[src/rtl/dest_reg_tracker.sv]
// -----------------------------------------------------------------------------
// dest_reg_tracker
//
// Purpose:
//   Consumer end of the EX-stage destination-register select. It carries the
//   selected write-register number and its qualified write flag through EX/MEM
//   and MEM/WB, and presents the MEM/WB copy as the register-file write port.
//   In-flight destinations are compared against the EX operand sources to pick
//   forwarding paths. The EX load destination is compared against the ID
//   sources to raise the load-use stall. Stall cycles are counted in a
//   saturating performance counter.
//
// Parameters:
//   REG_W     register-number width
//   CNT_W     width of the saturating stall counter
//   ZERO_REG  index of the hardwired zero register (never written/forwarded)
//
// Ports:
//   clk, rst_n        rising-edge clock, synchronous active-low reset
//   ex_valid          EX holds a real instruction (0 = bubble)
//   ex_dest           destination chosen by the RegDst mux
//   ex_reg_write      EX instruction writes the register file
//   ex_mem_read       EX instruction is a load
//   ex_flush          kill the EX instruction
//   ex_rs, ex_rt      EX operand source registers
//   id_rs, id_rt      ID source registers
//   fwd_a, fwd_b      operand selects: 00 regfile, 10 EX/MEM, 01 MEM/WB
//   load_use_stall    freeze PC/IF-ID and bubble EX
//   mem_dest          EX/MEM destination
//   mem_reg_write     EX/MEM write enable (qualified)
//   wb_dest           register-file write address
//   wb_reg_write      register-file write enable (qualified)
//   stall_count       saturating count of load_use_stall cycles
// -----------------------------------------------------------------------------
module dest_reg_tracker #(
    parameter int REG_W    = 5,
    parameter int CNT_W    = 16,
    parameter int ZERO_REG = 0
) (
    input  logic             clk,
    input  logic             rst_n,
    input  logic             ex_valid,
    input  logic [REG_W-1:0] ex_dest,
    input  logic             ex_reg_write,
    input  logic             ex_mem_read,
    input  logic             ex_flush,
    input  logic [REG_W-1:0] ex_rs,
    input  logic [REG_W-1:0] ex_rt,
    input  logic [REG_W-1:0] id_rs,
    input  logic [REG_W-1:0] id_rt,
    output logic [1:0]       fwd_a,
    output logic [1:0]       fwd_b,
    output logic             load_use_stall,
    output logic [REG_W-1:0] mem_dest,
    output logic             mem_reg_write,
    output logic [REG_W-1:0] wb_dest,
    output logic             wb_reg_write,
    output logic [CNT_W-1:0] stall_count
);

    localparam logic [REG_W-1:0] ZERO    = REG_W'(ZERO_REG);
    localparam logic [CNT_W-1:0] CNT_MAX = '1;

    // Increment that sticks at all-ones instead of wrapping.
    function automatic logic [CNT_W-1:0] sat_inc(input logic [CNT_W-1:0] val);
        if (val == CNT_MAX)
            return val;
        return val + CNT_W'(1);
    endfunction

    // Newest producer wins: EX/MEM is checked before MEM/WB. The zero register
    // always reads from the register file.
    function automatic logic [1:0] fwd_sel(
        input logic [REG_W-1:0] src,
        input logic [REG_W-1:0] m_dest,
        input logic             m_wr,
        input logic [REG_W-1:0] w_dest,
        input logic             w_wr
    );
        if (src == ZERO)
            return 2'b00;
        if (m_wr && (m_dest == src))
            return 2'b10;
        if (w_wr && (w_dest == src))
            return 2'b01;
        return 2'b00;
    endfunction

    logic ex_live;
    logic ex_write;

    // An instruction only counts if it is real and not being killed.
    assign ex_live  = ex_valid & ~ex_flush;
    // Writes to the zero register are dropped at entry, so no later stage
    // ever carries a live write to it.
    assign ex_write = ex_live & ex_reg_write & (ex_dest != ZERO);

    // ---- EX -> EX/MEM -> MEM/WB ----
    always_ff @(posedge clk) begin
        if (!rst_n) begin
            mem_dest      <= '0;
            mem_reg_write <= 1'b0;
            wb_dest       <= '0;
            wb_reg_write  <= 1'b0;
        end else begin
            mem_dest      <= ex_dest;
            mem_reg_write <= ex_write;
            wb_dest       <= mem_dest;
            wb_reg_write  <= mem_reg_write;
        end
    end

    // ---- forwarding and hazard detection (combinational) ----
    always_comb begin
        fwd_a = fwd_sel(ex_rs, mem_dest, mem_reg_write, wb_dest, wb_reg_write);
        fwd_b = fwd_sel(ex_rt, mem_dest, mem_reg_write, wb_dest, wb_reg_write);
        // Held low during reset so a stray load in EX cannot freeze the front end.
        load_use_stall = rst_n & ex_live & ex_mem_read & (ex_dest != ZERO) &
                         ((ex_dest == id_rs) | (ex_dest == id_rt));
    end

    // ---- performance counter ----
    always_ff @(posedge clk) begin
        if (!rst_n)
            stall_count <= '0;
        else if (load_use_stall)
            stall_count <= sat_inc(stall_count);
    end

endmodule

[config.mk]
export PLATFORM = sky130hd
export DESIGN_NAME = dest_reg_tracker
export DESIGN_NICKNAME = d
export VERILOG_FILES = /design/src/rtl/dest_reg_tracker.sv
export SDC_FILE = /design/constraint.sdc
export NUM_CORES = 1
export LEC_CHECK = 0
export ABC_CLOCK_PERIOD_IN_PS = 2000
export CELL_PAD_IN_SITES_DETAIL_PLACEMENT = 1
export CELL_PAD_IN_SITES_GLOBAL_PLACEMENT = 2
export CORE_UTILIZATION = 22
export DETAILED_ROUTE_END_ITERATION = 6
export PLACE_DENSITY = 0.88
export RECOVER_POWER = 100
export REMOVE_ABC_BUFFERS = 1
export SYNTH_ARGS = -nofsm -noshare
export SYNTH_HDL_FRONTEND = slang
export SYNTH_SLANG_ARGS = --single-unit
[constraint.sdc]
create_clock -name clk -period 2 [get_ports clk]
set_clock_uncertainty 0.15 [all_clocks]
set_input_delay 0.4 -clock clk [delete_from_list [all_inputs] [get_ports clk]]
set_output_delay 0.4 -clock clk [all_outputs]
set_load 0.02 [all_outputs]
### Word level (Yosys, flattened, before mapping)

Index checks and enable logic that the tools add are counted.

* multiplexer cells: 28
* reduce and logical (&&, ||, !) cells: 8
* equality and inequality tests: 8
* bitwise gates (word level): 9
* $add $sub $neg: 1

Operators with widths (count)
* equality test 5 bit: 6
* two-way mux 2 bit: 12
* adder 16 x 1 -> 16 bit (second input constant): 1
* equality test 16 bit (second input constant): 1
* two-way mux 16 bit: 1
* two-way mux 1 bit: 15
* zero test 5 bit: 2
* bitwise AND 1 bit: 7
* nonzero test 5 bit: 1
* logical AND 1 bit: 4
* inequality test 2 bit (second input constant): 1
* AND reduction 2 bit: 1
* inverter 1 bit: 1
* bitwise OR 1 bit: 1

* logic and storage cells: 59
* bits of input ports: 31
* flip-flop bits (word level): 28

### Longest topological paths before layout

* depth in word-level cells: 10
* gate-level depth with buffers: 7

### Worst setup path before layout

Ideal clock, no wire load.

* kind: register to register
* start: register stall_count[0]
* end: register stall_count[9]
* slack: -154 ps
* data required time: 1777 ps
* stages on the path, launching flop included: 8
* arrival: 1931 ps
* clock period less this slack: 2154 ps
* cell sequence: dfxtp_1 -> ha_1 -> and3_1 -> clkbuf_1 -> a41o_1 -> buf_6 -> or4_1 -> a21oi_1

* cells in the longest elaborated chain, start to end: 6
* elaborated cells on any way between the ends: 8
* those cells by class: 1 x add/sub; 2 x eq/ne; 4 x mux; 1 x reduce/logical

RTL lines
* start: declaration: RTL line 58 `output logic [CNT_W-1:0] stall_count`
* start signal: assignment: RTL line 127 `stall_count <= sat_inc(stall_count);`
* equality test 16 bit: RTL line 66 `if (val == CNT_MAX)`
* two-way mux 1 bit: RTL line 66
* two-way mux 1 bit: RTL line 126 `else if (load_use_stall)`
* two-way mux 1 bit: RTL line 124 `if (!rst_n)`
* inequality test 2 bit (no source line)
* AND reduction 2 bit (no source line)

Several ways; a longest one is shown, not always the timed one. The select of a mux whose other input is x is not followed.
A chain may end at the register's enable or synchronous reset.

### Final worst setup path

* start: input ex_rs[2]
* end: output fwd_a[0]

* cells in the longest elaborated chain, start to end: 8
* elaborated cells on any way between the ends: 16
* those cells by class: 2 x eq/ne; 11 x mux; 3 x reduce/logical

RTL lines
* start: declaration: RTL line 47 `input logic [REG_W-1:0] ex_rs,`
* equality test 5 bit: RTL line 84 `if (w_wr && (w_dest == src))`
* logical AND 1 bit: RTL line 84
* two-way mux 1 bit (2 in series): RTL line 84
* two-way mux 1 bit: RTL line 82 `if (m_wr && (m_dest == src))`
* two-way mux 2 bit: RTL line 86 `return 2'b00;`
* two-way mux 2 bit: RTL line 84
* two-way mux 2 bit *: RTL line 82
* end: declaration: RTL line 51 `output logic [1:0] fwd_a,`

Mark *: on every way between the ends. The rest lies on a longest branch, timed or not. The select of a mux whose other input is x is not followed.

==> results_dict.tcl <==
set metrics [dict create \
    run_status "finished, violations left" \
    failed_checks "negative setup slack" \
    synth-edff-count 0 \
    max_cap_viol_count 0 \
    grt_max_degree 26 \
    synth-compound-area-share_pct 10.7 \
    cp_max_fo 3 \
    post_layout_nets 311 \
    postSynth.asyncResetShare_pct 0 \
    antennaDiodeCount 0 \
    start_kind "input pin" \
    rsz0062_at_grt "true" \
    synthSimpleGateAreaFrac_pct 30.8 \
    antenna_found_initial 0 \
    detail_route.first_pass.iterations 4 \
    synth_cells 184 \
    gpl.final_weighted_congestion 0.847 \
    total_power_w 0.00127 \
    floorplan.initialDensity_pct 23.2 \
    fraction_of_layout_cells_with_a_size_suffix_above_1_pct 32.0 \
    wl_um 5900 \
    design.portCount 64 \
    finalCriticalPeriod_ns 2.08 \
    fin_util_pct 38.9 \
    clk_root_buffer_cell "sky130_fd_sc_hd__clkbuf_8" \
    max-clock-path-buffers 2 \
    post_drt_via_cell_ratio 4.84 \
    layout_common_cells "sky130_fd_sc_hd__buf_4 (21), sky130_fd_sc_hd__clkdlybuf4s50_1 (20), sky130_fd_sc_hd__dfxtp_1 (20), sky130_fd_sc_hd__xor2_1 (17), sky130_fd_sc_hd__nand2_1 (15)" \
    mappedNetlistArea_sq_um 1610 \
    first_pass_grt_wire_length_um 8980 \
    clkLatencyLatePin_ns 0.27 \
    synth.yosys.seq_area_share_pct 34.8 \
    drtAntennaViolNets 0 \
    achievable-frequency_mhz 481 \
    fill_cells 825 \
    combinational_family_with_the_most_area_after_synthesis "simple AND/OR/NAND/NOR gates" \
    irDropWorstVdd_mv 0.251 \
    total_power_density_per_cell_area_nw_per_um2 471 \
    ys_dominant_reg_cell "sky130_fd_sc_hd__dfxtp_1" \
    period_share_pct 104 \
    path_clk_slew_ns 0.10 \
    hp-class "in -> reg" \
    cp_data_required_time_ns 1.45 \
    clock_tree_from_tritoncts "built" \
    power.leakage_nw 0.993 \
    dpl.hpwl_um 4300 \
    die_height_um 87.6 \
    synthMuxAreaShare_pct 3.72 \
    cts_sinks 28 \
    groute.usage.overall_pct 14.8 \
    grt_pass1_vias 1886 \
    ys_warn_count 0 \
    layout_commonest_cell "sky130_fd_sc_hd__buf_4" \
    synth.distinct_cells 38 \
    num_vias 1809 \
    critical_path_arrival_ns 1.53 \
    die_w_um 87.6 \
    synth_seq_cells 28 \
    cts-hold-fix-buffers 0 \
    dieArea_sq_um 7680 \
    hold_viol_final 0 \
    synthXorXnorAreaFrac_pct 16.3 \
    cts-htree-levels 1 \
    flow.area_growth_from_synthesis_pct 67.6 \
    post_drt_wl_per_cell_um 15.8 \
    core-area_sq_um 6940 \
    placementRows 30 \
    timing_max_transition_violations_final 0 \
    holdWs_ns 0.284 \
    final_cells 374 \
    detail_route.drc_violations 0 \
    post_synth_fa_ha_maj_area_fraction_pct 0.776 \
    setup_viol 4 \
    portBuffers 63 \
    mean_cell_area_of_the_mapped_netlist_sq_um 8.77 \
    max_slew_margin_pct 46.6 \
    worstSetupEndpointType "output port" \
    setup_ws_ns -0.0797 \
    placed_cells 364 \
    tightestPinTransition_ns 0.801 \
    cts-buffers-inserted 3 \
    grt-ovfl-total 0 \
    drt-initial-drc-count 47 \
    worst-setup-path-type "in -> out" \
]
## state kept, by name (all words and copies together), names as in the netlist
| name | cells |
|---|---|
| wb_reg_write | 1 |
| mem_reg_write | 1 |
| wb_dest | 5 |
| mem_dest | 5 |
| stall_count | 16 |
## cell usage after synthesis, drive strengths merged, types with 2 or more instances
master | number | area [sq um]
nand2b | 5 | 31.3
xnor2 | 12 | 105
nor3 | 4 | 20.0
o31ai | 8 | 60.1
nor3b | 2 | 15.0
nor4 | 4 | 25.0
nor2 | 9 | 33.8
nor4b | 2 | 17.5
nand4 | 10 | 62.6
nand3 | 5 | 25.0
or4 | 10 | 75.1
and2 | 12 | 75.1
buf | 4 | 28.8
clkbuf | 3 | 11.3
xor2 | 18 | 158
mux2i | 6 | 60.1
dfxtp | 28 | 561
nand2 | 15 | 56.3
and4 | 4 | 37.5
a21oi | 8 | 40.0
## timing repair
action	4_1_cts	5_1_grt
resized for setup	112	39
pin swaps	20	13
endpoints found under the setup margin	22	27
cloned	1	1
buffers inserted	1	3
## kinds of logic after synthesis
family	count (synthesis)
XOR/XNOR	30
flip-flops	28
buffers and inverters	9
adder cells (fa/ha/maj)	1
multiplexers	6
AND/OR/NAND/NOR	85
AO/OA/AOI/OAI	25
## worst paths after layout
path | start | endpoint | slack [ns] | cells after the start
max | ex_rs[2] | fwd_a[0] | -0.08 | 6
min | ex_dest[2] | mem_dest[2]$_SDFF_PN0_ | 0.28 | 2
max reg2reg | stall_count[7]$_SDFFE_PN0P_ | stall_count[9]$_SDFFE_PN0P_ | 0.09 | 5
min reg2reg | stall_count[8]$_SDFFE_PN0P_ | stall_count[8]$_SDFFE_PN0P_ | 0.36 | 2
## through the flow
stage | setup slack [ns] | area (sq um) | setup TNS, ns
6_report | -0.0797 | 2700 | -0.247
5_1_grt | -0.207 | 2700 | -2.04
4_1_cts | -0.115 | 2690 | -0.301
3_5_place_dp | -0.849 | 2530 | -14.26
3_3_place_gp | -0.822 | 2530 | -13.18
2_1_floorplan | -0.428 | 1570 | -2.83
## power breakdown
group	switching (W)	internal [W]	total (W)
sequential	0.0000130	0.000568	0.000581
combinational	0.000124	0.000120	0.000244
clock	0.000179	0.000268	0.000447
total	0.000317	0.000956	0.00127
## area by class of cell
type                       instances  area [sq um]  area share, %
clock buffer                       3          41.3           1.53
clock inverter                     1          30.0           1.11
inverter                           2          7.51          0.278
multi-input combinational        148          1170           43.2
sequential                        28           573           21.2
tap                               96           120           4.44
timing repair buffer              96           762           28.2
## critical path, stage by stage
cell and delay [ns]:
sky130_fd_sc_hd__dlygate4sd2_1 0.29, sky130_fd_sc_hd__xor2_1 0.17, sky130_fd_sc_hd__nor4_2 0.24, sky130_fd_sc_hd__nand3_1 0.13, sky130_fd_sc_hd__nor4b_4 0.15, sky130_fd_sc_hd__buf_4 0.16
## per-layer routing
metal / track usage, % / part of all wire [%] / up-vias
met5: 0 / 0 / -
met4: 2.83 / 1.3 / 0
met3: 2.92 / 4.3 / 8
met2: 28.1 / 52 / 55
met1: 17.3 / 43 / 879
li1: - / - / 867
(Power assumes the default switching activity.)
